<file path="config.mk">
export PLATFORM = sky130hd
export DESIGN_NAME = seq_divider_6bit_flat
export DESIGN_NICKNAME = d
export VERILOG_FILES = /design/src/rtl/div_pkg.sv /design/src/rtl/seq_divider_6bit_if.sv /design/src/rtl/FullAdder.sv /design/src/rtl/div_sub_step.sv /design/src/rtl/seq_divider_6bit.sv /design/src/flat_wrapper.sv
export SDC_FILE = /design/constraint.sdc
export NUM_CORES = 1
export LEC_CHECK = 0
export ABC_AREA = 1
export CORE_MARGIN = 3
export CORE_UTILIZATION = 48
export DETAILED_ROUTE_END_ITERATION = 8
export PLACE_DENSITY_LB_ADDON = 0.15
export SLEW_MARGIN = 40
export SYNTH_ARGS = -nofsm -noshare
export SYNTH_HDL_FRONTEND = slang
export SYNTH_SLANG_ARGS = --single-unit
</file>
<file path="constraint.sdc">
create_clock -name clk -period 2.8 [get_ports clk]
set_input_delay 0.28 -clock clk [delete_from_list [all_inputs] [get_ports clk]]
set_output_delay 0.28 -clock clk [all_outputs]
set_load 0.01 [all_outputs]
</file>
<file path="src/rtl/div_pkg.sv">
// Shared state type, width constants and two's-complement helpers for seq_divider_6bit.
package div_pkg;

  localparam int WIDTH = 6;
  localparam int CNT_W = $clog2(WIDTH + 1);
  localparam logic [WIDTH-1:0] Q_ALL_ONES = {WIDTH{1'b1}};
  localparam logic [WIDTH-1:0] MOST_NEG   = {1'b1, {(WIDTH-1){1'b0}}};

  typedef enum logic [1:0] {
    IDLE = 2'd0,
    CALC = 2'd1,
    DONE = 2'd2
  } div_state_t;

  function automatic logic [WIDTH-1:0] neg2c(input logic [WIDTH-1:0] v);
    return (~v) + {{(WIDTH-1){1'b0}}, 1'b1};
  endfunction

  // The most-negative value maps onto itself, which reads as the correct unsigned magnitude.
  function automatic logic [WIDTH-1:0] abs2c(input logic [WIDTH-1:0] v);
    return v[WIDTH-1] ? neg2c(v) : v;
  endfunction

endpackage

</file>
<file path="src/rtl/seq_divider_6bit_if.sv">
// Start/result bundle between the ALU sequencer (master) and seq_divider_6bit (slave).
// The overflow signal exists only when DIV_SIGNED_EN is defined.
interface seq_divider_6bit_if;
  import div_pkg::*;

  logic             start;
  logic [WIDTH-1:0] dividend;
  logic [WIDTH-1:0] divisor;
  logic             busy;
  logic             done;
  logic [WIDTH-1:0] quotient;
  logic [WIDTH-1:0] remainder;
  logic             div_by_zero;
`ifdef DIV_SIGNED_EN
  logic             overflow;

  modport master (
    output start, dividend, divisor,
    input  busy, done, quotient, remainder, div_by_zero, overflow
  );
  modport slave (
    input  start, dividend, divisor,
    output busy, done, quotient, remainder, div_by_zero, overflow
  );
`else
  modport master (
    output start, dividend, divisor,
    input  busy, done, quotient, remainder, div_by_zero
  );
  modport slave (
    input  start, dividend, divisor,
    output busy, done, quotient, remainder, div_by_zero
  );
`endif

endinterface

</file>
<file path="src/rtl/FullAdder.sv">
// One-bit full adder cell used to build ripple datapaths.
module FullAdder (
  input  logic i_a,
  input  logic i_b,
  input  logic i_cin,
  output logic o_sum,
  output logic o_cout
);

  assign o_sum  = i_a ^ i_b ^ i_cin;
  assign o_cout = (i_a & i_b) | (i_cin & (i_a ^ i_b));

endmodule

</file>
<file path="src/rtl/div_sub_step.sv">
// Ripple trial subtractor a - b: inverted b plus carry-in 1; carry-out high means a >= b.
module div_sub_step #(
  parameter int W = 7
) (
  input  logic [W-1:0] i_a,
  input  logic [W-1:0] i_b,
  output logic [W-1:0] o_diff,
  output logic         o_nonneg
);

  logic [W:0]   w_carry;
  logic [W-1:0] w_b_inv;

  assign w_b_inv    = i_b ^ {W{1'b1}};
  assign w_carry[0] = 1'b1;

  for (genvar gi = 0; gi < W; gi++) begin : g_fa
    FullAdder u_fa (
      .i_a    (i_a[gi]),
      .i_b    (w_b_inv[gi]),
      .i_cin  (w_carry[gi]),
      .o_sum  (o_diff[gi]),
      .o_cout (w_carry[gi+1])
    );
  end

  assign o_nonneg = w_carry[W];

endmodule

</file>
<file path="src/rtl/seq_divider_6bit.sv">
// Multi-cycle restoring divider: one shift-subtract step per clock, results on a done pulse.
// Defining DIV_SIGNED_EN switches to two's-complement operands and adds an overflow flag.
module seq_divider_6bit
  import div_pkg::*;
(
  input  logic              clk,
  input  logic              rst_n,
  seq_divider_6bit_if.slave bus
);

  localparam logic [CNT_W-1:0] CNT_INIT = CNT_W'(WIDTH);
  localparam logic [CNT_W-1:0] CNT_LAST = {{(CNT_W-1){1'b0}}, 1'b1};

  div_state_t       r_state;
  logic [CNT_W-1:0] r_cnt;
  logic [WIDTH:0]   r_acc;
  logic [WIDTH-1:0] r_q;
  logic [WIDTH-1:0] r_divisor;
  logic [WIDTH-1:0] r_quotient;
  logic [WIDTH-1:0] r_remainder;
  logic             r_busy;
  logic             r_done;
  logic             r_div_by_zero;
`ifdef DIV_SIGNED_EN
  logic             r_neg_q;
  logic             r_neg_r;
  logic             r_ovf_pend;
  logic             r_overflow;
`endif

  logic [WIDTH:0]   w_shift_acc;
  logic [WIDTH:0]   w_trial;
  logic [WIDTH:0]   w_acc_next;
  logic             w_nonneg;
  logic [WIDTH-1:0] w_q_next;
  logic [WIDTH-1:0] w_q_res;
  logic [WIDTH-1:0] w_r_res;
  logic [WIDTH-1:0] w_dividend_in;
  logic [WIDTH-1:0] w_divisor_in;
  logic             w_unused;

  // The accumulator stays below the divisor between steps, so its top bit never feeds the shift.
  assign w_shift_acc = {r_acc[WIDTH-1:0], r_q[WIDTH-1]};
  assign w_unused    = r_acc[WIDTH];

  div_sub_step #(.W(WIDTH + 1)) u_sub (
    .i_a      (w_shift_acc),
    .i_b      ({1'b0, r_divisor}),
    .o_diff   (w_trial),
    .o_nonneg (w_nonneg)
  );

  assign w_acc_next = w_nonneg ? w_trial : w_shift_acc;
  assign w_q_next   = {r_q[WIDTH-2:0], w_nonneg};

  // Operand conditioning at accept and sign fix-up of the final step's result.
  always_comb begin
    w_dividend_in = bus.dividend;
    w_divisor_in  = bus.divisor;
    w_q_res       = w_q_next;
    w_r_res       = w_acc_next[WIDTH-1:0];
`ifdef DIV_SIGNED_EN
    w_dividend_in = abs2c(bus.dividend);
    w_divisor_in  = abs2c(bus.divisor);
    if (r_neg_q) begin
      w_q_res = neg2c(w_q_next);
    end else begin
      w_q_res = w_q_next;
    end
    if (r_neg_r) begin
      w_r_res = neg2c(w_acc_next[WIDTH-1:0]);
    end else begin
      w_r_res = w_acc_next[WIDTH-1:0];
    end
`endif
  end

  // Control FSM, iteration datapath and registered result outputs.
  always_ff @(posedge clk or negedge rst_n) begin
    if (!rst_n) begin
      r_state       <= IDLE;
      r_cnt         <= {CNT_W{1'b0}};
      r_acc         <= {(WIDTH+1){1'b0}};
      r_q           <= {WIDTH{1'b0}};
      r_divisor     <= {WIDTH{1'b0}};
      r_quotient    <= {WIDTH{1'b0}};
      r_remainder   <= {WIDTH{1'b0}};
      r_busy        <= 1'b0;
      r_done        <= 1'b0;
      r_div_by_zero <= 1'b0;
`ifdef DIV_SIGNED_EN
      r_neg_q       <= 1'b0;
      r_neg_r       <= 1'b0;
      r_ovf_pend    <= 1'b0;
      r_overflow    <= 1'b0;
`endif
    end else begin
      case (r_state)
        IDLE: begin
          r_done <= 1'b0;
          if (bus.start) begin
            r_div_by_zero <= 1'b0;
`ifdef DIV_SIGNED_EN
            r_overflow    <= 1'b0;
            r_neg_q       <= bus.dividend[WIDTH-1] ^ bus.divisor[WIDTH-1];
            r_neg_r       <= bus.dividend[WIDTH-1];
            r_ovf_pend    <= (bus.dividend == MOST_NEG) && (bus.divisor == Q_ALL_ONES);
`endif
            if (bus.divisor == {WIDTH{1'b0}}) begin
              r_state       <= DONE;
              r_done        <= 1'b1;
              r_quotient    <= Q_ALL_ONES;
              r_remainder   <= bus.dividend;
              r_div_by_zero <= 1'b1;
            end else begin
              r_state   <= CALC;
              r_busy    <= 1'b1;
              r_acc     <= {(WIDTH+1){1'b0}};
              r_cnt     <= CNT_INIT;
              r_q       <= w_dividend_in;
              r_divisor <= w_divisor_in;
            end
          end
        end
        CALC: begin
          r_acc <= w_acc_next;
          r_q   <= w_q_next;
          r_cnt <= r_cnt - CNT_LAST;
          if (r_cnt == CNT_LAST) begin
            r_state     <= DONE;
            r_busy      <= 1'b0;
            r_done      <= 1'b1;
            r_quotient  <= w_q_res;
            r_remainder <= w_r_res;
`ifdef DIV_SIGNED_EN
            r_overflow  <= r_ovf_pend;
`endif
          end
        end
        DONE: begin
          r_done  <= 1'b0;
          r_state <= IDLE;
        end
        default: begin
          r_state <= IDLE;
          r_busy  <= 1'b0;
          r_done  <= 1'b0;
        end
      endcase
    end
  end

  assign bus.busy        = r_busy;
  assign bus.done        = r_done;
  assign bus.quotient    = r_quotient;
  assign bus.remainder   = r_remainder;
  assign bus.div_by_zero = r_div_by_zero;
`ifdef DIV_SIGNED_EN
  assign bus.overflow    = r_overflow;
`endif

endmodule

</file>
<file path="src/flat_wrapper.sv">
// flat-port wrapper written by rule: the top's interface ports become plain ports
module seq_divider_6bit_flat import div_pkg::*;
  (clk, rst_n, bus_start, bus_dividend, bus_divisor, bus_busy, bus_done, bus_quotient, bus_remainder, bus_div_by_zero);
  seq_divider_6bit_if bus_i ();
  input  logic clk;
  input  logic rst_n;
  input wire logic [$bits(bus_i.start)-1:0] bus_start;
  input wire logic [$bits(bus_i.dividend)-1:0] bus_dividend;
  input wire logic [$bits(bus_i.divisor)-1:0] bus_divisor;
  output wire logic [$bits(bus_i.busy)-1:0] bus_busy;
  output wire logic [$bits(bus_i.done)-1:0] bus_done;
  output wire logic [$bits(bus_i.quotient)-1:0] bus_quotient;
  output wire logic [$bits(bus_i.remainder)-1:0] bus_remainder;
  output wire logic [$bits(bus_i.div_by_zero)-1:0] bus_div_by_zero;
  assign bus_i.start = bus_start;
  assign bus_i.dividend = bus_dividend;
  assign bus_i.divisor = bus_divisor;
  assign bus_busy = bus_i.busy;
  assign bus_done = bus_i.done;
  assign bus_quotient = bus_i.quotient;
  assign bus_remainder = bus_i.remainder;
  assign bus_div_by_zero = bus_i.div_by_zero;
  seq_divider_6bit u_core (.clk(clk), .rst_n(rst_n), .bus(bus_i));
endmodule
</file>
==> key figures <==
Floorplanning
  – Die Y: between 60 and 70 µm
  – Core Box Area: 0.00377 mm²
  – Top Ports: 30
  – Row cnt: 22
  – Die X: about 70 µm
  – Die ar.: 0.00484 mm²
  – Initial core utilization: approximately half

Global route
  – Grt ovf: 0
  – Largest net degree at the start of global routing: 39
  – Tot GR Track Use: 18.1%
  – Vias in the first global route: approximately 1500
  – First-pass GRT wire length: between 6000 and 7000 µm
  – Initial antenna violation count: 0

Critical path
  – Slowest CP cell: dfrtp_1
  – Worst r2r src: u_core.r_q[5]
  – Crit. Startpoint: u_core.r_q[5]
  – Depth of the most critical reg-to-reg path: 15
  – Crit Path Max Fanout: 8
  – Setup crit end: u_core.bus.remainder[0]
  – Worst Setup End Kind: flop
  – Critical Path Stages: 15
  – WP data arrival: about 2900 ps
  – Critical path type: reg2reg
  – FF-to-FF End: u_core.bus.remainder[0]
  – Setup slack on the worst flop-to-flop path: ~150 ps
  – Critical Path Start Type: flop
  – Worst EP required: between 3000 and 4000 ps
  – Chain of cells forming the critical path: inv_1 -> ha_2 -> fa_2 -> fa_2 -> inv_1 -> fa_2 -> fa_1 -> inv_1 -> fa_2 -> inv_1 -> nor2_4 -> nand3_1 -> nand3_1 -> nand2_1 -> nand2_1
  – Worst Path Buf+Inv: 4
  – Largest delay share family, worst path: adder cells
  – Crit-path max cell delay: roughly 380 ps

Clock tree
  – H-tree depth: 2
  – CTS Buffer Depth: 2
  – CTS tree: yes
  – Sink Count: 38
  – Clock Latency Late Sink: just under 300 ps
  – TritonCTS Buffers: 5
  – Clock slew at reported path FFs: roughly 70 ps
  – Clock Root Buffer: clkbuf_8

Cells and area
  – Fin nets: around 300
  – Final Util: about 64%
  – Most common cell after layout, fill and taps aside: nand2_1
  – Multi-input gate area: 861 µm²
  – ANT cells: 0
  – Synth-to-Final Area Change: 24.1%
  – # fillers: 344
  – Register area: around 950 µm²
  – Layout cells sized above 1: approximately 9%
  – Most frequent cells in the layout: nand2_1, nand3_1, dfrtp_1

Routing
  – Routed Antenna Nets: 0
  – Via count: about 1600
  – Vias per cell: 5.08
  – Drt first pass iters: 4
  – DR iter-0 viols: between 90 and 100
  – Average wire per standard cell: ~13 µm
  – Final WL: around 4000 µm
  – DRC: 0

STA
  – Peak Freq: approximately 380 MHz
  – Hold slack: between 400 and 500 ps
  – Clock skew: a little over 8 ps
  – Crit share post-route: between 90% and 100%
  – Final Critical Period: 2650 ps
  – TNS Setup: 0 ps
  – RSZ-0062 raised after global routing: yes
  – Slew Limit Headroom: roughly three fifths
  – Final setup violating endpoints: 0
  – Worst-Margin Slew: 573 ps
  – Slew Limit Fails: 0
  – Final Hold Fails: 0

Worst hold path
  – Worst hold path class: reg2reg

Placement
  – Quantity of I/O buffers inserted on ports: 29
  – HPWL after DPL: 2940 µm
  – Gpl congestion: around 0.8

Synth
  – Mapped Area: around 0.0019 mm²
  – Yosys warns: 0
  – Netlist cell types: 17
  – Syn_nets: roughly 260
  – Number of synthesized register bits: 38
  – Avg Cell Area, Syn: between 8 and 9 µm²
  – Post-Syn Instances: 238
  – Register area share after synthesis: around 49%

Power
  – Power Density: approximately 1200 mW/mm²
  – Leakage: 1.25 nW
  – Maximum VDD drop: between 0.6 and 0.7 mV

Flow run
  – Maxcap violations: 0

Outcome
  – Status: complete, no violations
state kept, by name, summed over array words and instances, names as in the netlist:
| name | cells |
|---|---|
| u_core.bus.remainder | 6 |
| u_core.r_state | 2 |
| u_core.bus.done | 1 |
| u_core.bus.busy | 1 |
| u_core.r_q | 6 |
| u_core.bus.div_by_zero | 1 |
| u_core.r_divisor | 6 |
| u_core.r_acc | 6 |
| u_core.r_cnt | 3 |
| u_core.bus.quotient | 6 |
worst min-delay path by stage:
stage	start	endpoint	slack, ps	depth (start not counted)
2_1_floorplan	rst_n	u_core.bus.busy	-20	0
3_3_place_gp	rst_n	u_core.bus.quotient[4]	420	1
3_5_place_dp	rst_n	u_core.bus.quotient[2]	430	1
4_1_cts	rst_n	u_core.bus.quotient[2]	110	1
5_1_grt	u_core.bus.quotient[4]	u_core.bus.quotient[4]	500	2
6_report	u_core.bus.quotient[5]	u_core.bus.quotient[5]	470	2
through the flow:
stage | total power, mW | std cells | worst slack, ps | cell area [µm²]
after CTS | 2.96 | 319 | 5.16 | 2370
after detailed placement | 2.48 | 311 | -63.4 | 2260
after global routing | 3.27 | 321 | -26.0 | 2410
final | 2.97 | 321 | 147 | 2410
after floorplan | 2.01 | 238 | 181 | 1940
after global placement | 2.44 | 311 | -5.29 | 2260
layer usage:
layer  GRT usage [%]  share of wire (%)  vias to the layer above  routed length, µm
met2            27.1                 45                       50               1800
met1            24.8                 47                      751               1890
met3            5.22                6.1                        9                246
met4            6.72                1.9                        0                 78
li1                -                  -                      820                  -
met5               0                  0                        -                  0
synth_stat cells:
library cell | number | area [µm²]
inv_2 | 1 | 3.75
buf_4 | 3 | 22.5
o21bai_2 | 1 | 11.3
o21ai_0 | 11 | 55.1
o21ai_4 | 1 | 16.3
nand3_1 | 47 | 235
fa_1 | 5 | 100
nand2_1 | 83 | 312
a21oi_1 | 2 | 10.0
buf_6 | 1 | 11.3
dfrtp_1 | 38 | 951
nand2_4 | 1 | 11.3
ha_1 | 3 | 37.5
nand2_2 | 2 | 12.5
buf_2 | 3 | 15.0
inv_1 | 26 | 97.6
nor2_1 | 10 | 37.5
kinds of logic (layout without fill, tap and decap cells):
| logic type | after synthesis | in the layout | synth area share, % |
|---|---|---|---|
| compound gates | 15 | 15 | 4.77 |
| fa+ha+maj | 8 | 8 | 7.10 |
| buf+inv | 34 | 69 | 7.74 |
| flops | 38 | 38 | 49.0 |
| simple gates | 143 | 143 | 31.4 |
power by group:
| part | leakage, nW | switching (mW) | total, mW | internal, mW |
|---|---|---|---|---|
| logic | 0.725 | 0.900 | 1.55 | 0.646 |
| clock network | 0.0524 | 0.185 | 0.451 | 0.266 |
| registers | 0.472 | 0.161 | 0.971 | 0.810 |
| total | 1.25 | 1.25 | 2.97 | 1.72 |
what timing repair did:
item / in CTS / in global routing
endpoints found under the setup margin: 8 / 14
gates resized for setup: 2 / 6
setup buffers: 0 / 1
hold buffers: 0 / 1
endpoints found under the hold margin: 0 / 38
cloned: 0 / 0
worst min-delay path, stage by stage (launching register included):
cell and delay (ps):
dfrtp_1 350, nand2_1 50, nand2_1 50
area by class of cell:
cell class                 instances  area share, %
tap                               48           2.49
clock buffer                       7           3.17
timing repair buffer              34           13.6
clock inverter                     1           1.25
sequential                        38           39.5
multi-input combinational        166           35.8
inverter                          27           4.21
Power figures use the tool's default switching activity.
